--- src/rtl/ctrl_pkg.sv ---
// Shared control-bus definitions: arbiter state encoding, command word width
// and the requester IDs that the accelerator sequencing FSMs use on the bus.
package ctrl_pkg;

    typedef enum logic {
        IDLE    = 1'b0,
        GRANTED = 1'b1
    } arb_state_t;

    localparam int CTRL_ADDRW = 24;
    localparam int CTRL_DATAW = CTRL_ADDRW + 8;

    // Requester slots on the control bus; index equals the arbiter req bit.
    localparam int MEM_ID = 0;
    localparam int SHA_ID = 1;
    localparam int AES_ID = 2;
    localparam int AUX_ID = 3;

endpackage

--- src/rtl/rr_pick.sv ---
// Combinational round-robin picker: first eligible requester searching upward
// from last_owner+1, wrapping around to last_owner itself.
module rr_pick #(
    parameter int NUM_REQ = 4,
    parameter int IDW     = $clog2(NUM_REQ)
) (
    input  logic [NUM_REQ-1:0] req,
    input  logic [NUM_REQ-1:0] mask,
    input  logic [IDW-1:0]     last_owner,
    output logic [NUM_REQ-1:0] onehot,
    output logic [IDW-1:0]     idx,
    output logic               any
);

    logic [NUM_REQ-1:0] eligible;

    assign eligible = req & ~mask;

    // Pass 0 covers indices above last_owner, pass 1 wraps to the bottom.
    always_comb begin
        onehot = '0;
        idx    = '0;
        any    = 1'b0;
        for (int pass = 0; pass < 2; pass++) begin
            for (int i = 0; i < NUM_REQ; i++) begin
                if (!any && eligible[i] && (pass == 1 || IDW'(i) > last_owner)) begin
                    any       = 1'b1;
                    onehot[i] = 1'b1;
                    idx       = IDW'(i);
                end
            end
        end
    end

endmodule

--- src/rtl/ctrl_bus_arbiter.sv ---
// Round-robin arbiter and registered command mux for the shared control bus.
// Define CTRL_ARB_TIMEOUT_EN to enable the hold-timeout watchdog and masking.
module ctrl_bus_arbiter
    import ctrl_pkg::*;
#(
    parameter int NUM_REQ  = 4,
    parameter int DATAW    = CTRL_DATAW,
    parameter int HOLD_MAX = 255
) (
    input  logic                       clk,
    input  logic                       rst_n,
    input  logic [NUM_REQ-1:0]         req,
    output logic [NUM_REQ-1:0]         grant,
    input  logic [NUM_REQ*DATAW-1:0]   data_in,
    input  logic [NUM_REQ-1:0]         valid_in,
    output logic [DATAW-1:0]           bus_data,
    output logic                       bus_valid,
    output logic [$clog2(NUM_REQ)-1:0] owner_id,
    output logic                       busy,
    output logic                       timeout
);

    localparam int IDW = $clog2(NUM_REQ);

    if (NUM_REQ < 2 || NUM_REQ > 8 || HOLD_MAX < 2 || HOLD_MAX > 65535) begin : g_param_check
        $error("ctrl_bus_arbiter: parameter out of range");
    end

    arb_state_t         state;
    logic [IDW-1:0]     last_owner;
    logic [NUM_REQ-1:0] mask;
    logic [NUM_REQ-1:0] pick_req;
    logic [NUM_REQ-1:0] pick_onehot;
    logic [IDW-1:0]     pick_idx;
    logic               pick_any;
    logic               owner_req;
    logic               owner_valid;
    logic               hold_hit;
    logic               rearb;
    logic [DATAW-1:0]   words [NUM_REQ];

    for (genvar i = 0; i < NUM_REQ; i++) begin : g_words
        assign words[i] = data_in[i*DATAW +: DATAW];
    end

    assign owner_req   = req[owner_id];
    assign owner_valid = valid_in[owner_id];

    // The current owner never competes on its own handover edge; this also
    // keeps a timed-out owner from winning the slot it just lost.
    assign pick_req = req & ~grant;

`ifdef CTRL_ARB_TIMEOUT_EN
    localparam logic [15:0] HOLD_LAST = 16'(HOLD_MAX - 1);

    logic [15:0] hold_cnt;

    assign hold_hit = (state == GRANTED) && owner_req && (hold_cnt == HOLD_LAST);

    // A revoked owner stays excluded until it lets go of its request.
    always_ff @(posedge clk or negedge rst_n) begin
        if (!rst_n) begin
            mask <= '0;
        end else begin
            mask <= (mask & req) | (hold_hit ? grant : '0);
        end
    end
`else
    assign hold_hit = 1'b0;
    assign mask     = '0;
    assign timeout  = 1'b0;
`endif

    always_comb begin
        rearb = 1'b1;
        if (state == GRANTED) begin
            rearb = !owner_req || hold_hit;
        end
    end

    rr_pick #(
        .NUM_REQ (NUM_REQ),
        .IDW     (IDW)
    ) u_pick (
        .req        (pick_req),
        .mask       (mask),
        .last_owner (last_owner),
        .onehot     (pick_onehot),
        .idx        (pick_idx),
        .any        (pick_any)
    );

    // Grant FSM plus the one-stage bus register; a handover happens on the
    // same edge the owner lets go, so busy never drops between owners.
    always_ff @(posedge clk or negedge rst_n) begin
        if (!rst_n) begin
            state      <= IDLE;
            grant      <= '0;
            owner_id   <= '0;
            busy       <= 1'b0;
            last_owner <= IDW'(NUM_REQ - 1);
            bus_data   <= '0;
            bus_valid  <= 1'b0;
`ifdef CTRL_ARB_TIMEOUT_EN
            hold_cnt   <= '0;
            timeout    <= 1'b0;
`endif
        end else begin
            bus_valid <= busy & owner_valid;
            bus_data  <= (busy & owner_valid) ? words[owner_id] : '0;
`ifdef CTRL_ARB_TIMEOUT_EN
            timeout   <= hold_hit;
            if (state == GRANTED) begin
                hold_cnt <= hold_cnt + 16'd1;
            end
`endif
            if (rearb) begin
                if (pick_any) begin
                    state      <= GRANTED;
                    grant      <= pick_onehot;
                    owner_id   <= pick_idx;
                    last_owner <= pick_idx;
                    busy       <= 1'b1;
`ifdef CTRL_ARB_TIMEOUT_EN
                    hold_cnt   <= '0;
`endif
                end else begin
                    state <= IDLE;
                    grant <= '0;
                    busy  <= 1'b0;
                end
            end
        end
    end

endmodule
--- config.mk ---
export PLATFORM = sky130hd
export DESIGN_NAME = ctrl_bus_arbiter
export DESIGN_NICKNAME = d
export VERILOG_FILES = /design/src/rtl/ctrl_pkg.sv /design/src/rtl/rr_pick.sv /design/src/rtl/ctrl_bus_arbiter.sv
export SDC_FILE = /design/constraint.sdc
export NUM_CORES = 1
export LEC_CHECK = 0
export ABC_AREA = 1
export BUFFER_PORTS_ARGS = -buffer_cell sky130_fd_sc_hd__buf_2
export CAP_MARGIN = 20
export CORE_ASPECT_RATIO = 1.25
export CORE_UTILIZATION = 45
export DETAILED_ROUTE_END_ITERATION = 8
export GPL_TIMING_DRIVEN = 0
export MAX_ROUTING_LAYER = met4
export PLACE_DENSITY_LB_ADDON = 0.15
export SYNTH_ARGS = -nofsm -noshare
export SYNTH_HDL_FRONTEND = slang
export SYNTH_SLANG_ARGS = --single-unit
export TNS_END_PERCENT = 10
--- constraint.sdc ---
create_clock -name clk -period 4.5 [get_ports clk]
set_clock_uncertainty 0.05 [all_clocks]
set_input_delay 0.225 -clock clk [delete_from_list [all_inputs] [get_ports clk]]
set_output_delay 0.225 -clock clk [all_outputs]
set_load 0.01 [all_outputs]
# Word level (Yosys, flattened, before mapping)
# Index checks and enable logic that the tools add are counted.
# totals
output_inout_bits,41
input_bits,138
ff_bits,42
wordCells,69
# classes
bitwise_logic,4
n_mux,33
reduce_logical,20
magnitude_cmp,6
# op_table
op,n
two-way mux 32 bit,3
binary-select mux 32 bit (select 2 bit),1
two-way mux 1 bit,20
two-way mux 2 bit,6
logical AND 1 bit,11
zero test 1 bit,8
AND 4 bit,1
binary-select mux 1 bit (select 2 bit),2
"greater-than comparator 1 x 2 -> 1 bit, first input constant",2
"greater-than comparator 2 bit, first input constant",2
two-way mux 4 bit,1
NOT 4 bit,1
"greater-or-equal comparator 3 bit, second input constant",1
"< comparator 2 x 3 -> 1 bit, second input constant",1
NOT 2 -> 3 bit,1
AND reduction 2 bit,1
AND 1 bit,1

# Longest topological paths before layout
# depth
depth_word,29
ltp_mapped,9
mapped_depth_nobuf,9

# Cells and area by module
# Synthesis repeated with hierarchy kept, for this count alone.
# hier_totals
cells_unflattened,377
hier_area_um2,2773.9
# modules_own_cells
module,area_per_inst_um2,n_inst,cells_per_inst,seq_area_each_um2
ctrl_bus_arbiter,2571.2,1,344,1053.5
rr_pick,202.7,1,33,0.0

# Least setup slack after synthesis
# OpenSTA, ideal clock, no wires.
# synth_timing
path_kind,register -> register
from,reg last_owner[1]
to,reg owner_id[0]
path_stages_with_launch,8
period_less_slack_ps,1470
n_path_buf,0
t_required_ps,4331
setup_ps,119
path_slack_ps,3030
arrival_ps,1300
cell_sequence,dfstp_2 > inv_1 > nand3_1 > nand2_1 > nor3_4 > nand4_4 > nand3_1 > nand2_1
# synth_via
elab_chain_len,28
word_cells_on_any_way,38
classes_between,order compare: 4; mux: 15; reduce/logical: 19
# synth_lines
item,line,text
"start, declared",ctrl_bus_arbiter.sv:30,logic [IDW-1:0] last_owner;
"start signal, assigned",ctrl_bus_arbiter.sv:101,last_owner <= IDW'(NUM_REQ - 1);
"start signal, assigned",ctrl_bus_arbiter.sv:122,last_owner <= pick_idx;
greater-than comparator 1 x 2 -> 1 bit,rr_pick.sv:26,if (!any && eligible[i] && (pass == 1 || IDW'(i) > last_owner)) begin
logical AND 1 bit,rr_pick.sv:26,
two-way mux 1 bit,rr_pick.sv:26,
zero test 1 bit,rr_pick.sv:26,
logical AND 1 bit (2 in a row),rr_pick.sv:26,
two-way mux 1 bit,rr_pick.sv:26,
zero test 1 bit,rr_pick.sv:26,
logical AND 1 bit (2 in a row),rr_pick.sv:26,
[10 not listed],-,
two-way mux 1 bit,rr_pick.sv:26,
zero test 1 bit,rr_pick.sv:26,
logical AND 1 bit,rr_pick.sv:26,
two-way mux 1 bit,rr_pick.sv:26,
zero test 1 bit,rr_pick.sv:26,
logical AND 1 bit,rr_pick.sv:26,
two-way mux 1 bit,rr_pick.sv:26,
AND reduction 2 bit (no source line),-,
"end signal, assigned",ctrl_bus_arbiter.sv:121,owner_id <= pick_idx;
"end, declared",ctrl_bus_arbiter.sv:18,"output logic [$clog2(NUM_REQ)-1:0] owner_id,"
# Several ways; a longest one is shown, not always the timed one.
# A chain may end at the register's enable or synchronous reset.

# Worst setup path after layout
# Ends and elaborated chain as after synthesis.

==> impl_metrics.toml <==
[power]
power.total_uw = 2230
powerDensity_mw_per_mm2 = 620
p_leak_uw = 0.00198
ir_drop_mv = 0.330

[setup_path]
cp_data_required_time_ns = 4.64
crit_path_max_incr_delay_ns = 0.55
endpoint_kind = "register"
reg2reg_depth = 7
reg2reg_to = "owner_id[0]"
crit_path_start_kind = "register"
crit_buf_inv = 1
path_cells = "inv_1 -> nand3_1 -> nand2_1 -> nor3_4 -> nand4_4 -> nand3_1 -> nand2_1"
worstPathArrival_ns = 1.80
crit_slowest_cell = "dfstp_2"
critical_path_class = "register to register"
crit_path_max_fanout = 5
critPathTopFamily = "simple AND/OR/NAND/NOR gates"
r2r_slack_ns = 2.84
r2r_start = "last_owner[1]"

[global_route]
grt_max_degree = 43
antenna_found_initial = 0
grt_pass1_wl_mm = 13.1
grt_pass1_vias = 2938
grtUsageTotal = 0.283
grt.overflow.total = 0

[timing]
setup_viol_count_final = 0
final_max_slew_viol_count = 0
max_freq_mhz = 603
fin_crit_sh = 0.369
worst_pin_slew_ns = 0.932
setup_tns_ns = 0
relSlewSlack = 0.379
hold_viol = 0
finalCriticalPeriod_ns = 1.66
finalWorstSetupSlack_ns = 2.84
rsz0062_at_grt = "no"

[detailed_routing]
antenna_left = 0
routed-wl-met2_mm = 4.05
drc_errors = 0
wirelength_mm = 8.05
first_pass_iters = 4
vias = 3114
met3_wirelength_um = 623
vias_per_cell = 5.03
drt-met1-wl_mm = 3.16
maxUsedRoutingLayer = "met4"
drt_iter0_markers = 181
wire_per_inst_um = 13.0

[synthesis]
ys_async_sr_fraction = 1.00
synth_area_mm2 = 0.00254
synth_cells = 370
yosys_register_bits = 42
yosysSeqAreaShare = 0.415
synth_area_leaders = "dfrtp_1 39%, nor2_1 20%, o21ai_0 13%"
synth.distinct_cells = 23
synth_ff_type = "dfrtp_1"
synthesis.nets = 508
ys_warn_count = 0
synth_edf_count = 0
yosysTopAreaCellShare = 0.394
synth_top_cell_by_area = "dfrtp_1"
synth_area_per_cell_um2 = 6.86

[cts]
cts_buffer_depth = 2
cts_inserted_buffers = 5
htreeDepth = 2
post_cts_buffers = 0
cts_root_buffer = "clkbuf_8"
cts_resized = 0
cts_tree = "done"
path_clk_slew_ns = 0.09
cts_sinks = 42
cts-hold-fix-buffers = 0
clkLatencyLatePin_ns = 0.29

[place]
dp_slack_ns = 2.86
portBuffers = 177
place.gp.congestion = 0.852
hpwl_mm = 6.10

[floorplan]
fp.dieW_um = 69.2
num_rows = 30
core_area_mm2 = 0.00544
dieArea_mm2 = 0.00595
start_util = 0.466
io_pins = 179
die_y_um = 86.0

[finish]
final_common_cell = "buf_2"
layout_common_cells = "184 x buf_2, 135 x nor2_1, 65 x o21ai_0"
num-fill-cells = 504
drive_gt1_frac = 0.382
final-seq-area_mm2 = 0.00105
final_core_util = 0.661
multi_input_area_mm2 = 0.00128
area_delta_synth_final_pct = 41.8
final_nets = 692
diodes = 0

[run]
cap_violations = 0

[worst_hold_path]
hold_path.class = "primary input to asynchronous set/reset pin"

[status]
status = "finished clean"
-- metal layers --
layer  vias to the layer above  track usage
met3                        22       0.0541
met2                       168        0.486
met5                         -            -
li1                       1561            -
met1                      1363        0.318
met4                         0        0.128
-- how the worst max path moves through the flow --
stage / startpoint / endpoint / slack (ns) / depth (start not counted)
3_3_place_gp: last_owner[1] / owner_id[0] / 2.92 / 7
6_report: last_owner[1] / owner_id[0] / 2.84 / 7
2_1_floorplan: last_owner[1] / owner_id[0] / 3.03 / 7
4_1_cts: last_owner[1] / owner_id[0] / 2.85 / 7
3_5_place_dp: last_owner[1] / owner_id[0] / 2.86 / 7
5_1_grt: last_owner[1] / owner_id[0] / 2.70 / 7
-- final cells by class --
cell class	instances	area share
Multi-Input combinational cell	285	0.356
Buffer	25	0.0379
Clock buffer	6	0.0229
Sequential cell	42	0.293
Timing Repair Buffer	177	0.246
Clock inverter	2	0.00348
Inverter	18	0.0188
Tap cell	64	0.0223
-- worst register-to-register path: cells and delay by family, from the launching register on --
kind                   cells  cell delay [ns]
buffers and inverters      1             0.05
and+or+nand+nor            6             0.90
DFF                        1             0.55
-- cells in the mapped netlist, types with 2 or more instances --
library cell / n
buf_6: 3
buf_4: 3
nor2_1: 135
dfstp_2: 2
nand2_1: 26
dfrtp_1: 40
a21oi_1: 32
a21oi_2: 2
nand3_1: 8
nand2_4: 2
o21ai_0: 65
inv_2: 4
o21ai_1: 8
inv_1: 14
buf_2: 7
clkbuf_1: 12
-- kinds of logic (layout without fill, tap and decap cells) --
group	after synthesis	count (layout)	synth area share
buffers and inverters	43	228	0.0804
AO/OA/AOI/OAI	109	109	0.220
other	1	1	0.00148
AND/OR/NAND/NOR	175	175	0.283
flip-flops	42	42	0.415
-- per-stage QoR --
stage	hold WS [ns]	cells	cell area, µm²
floorplan	-0.121	370	2540
global placement	0.365	611	3500
detailed placement	0.375	611	3500
CTS	0.0503	619	3600
global route	0.109	619	3600
finish	0.0144	619	3600
-- report_power, final --
part           internal, µW  switching, µW
clock                   123            135
combinational           514            882
sequential              521           55.6
total                  1160           1070
-- state kept, by name, summed over array words and instances (netlist names) --
register / cells
grant: 4
last_owner: 2
bus_valid: 1
bus_data: 32
owner_id: 2
state: 1
(Power assumes the default switching activity.)
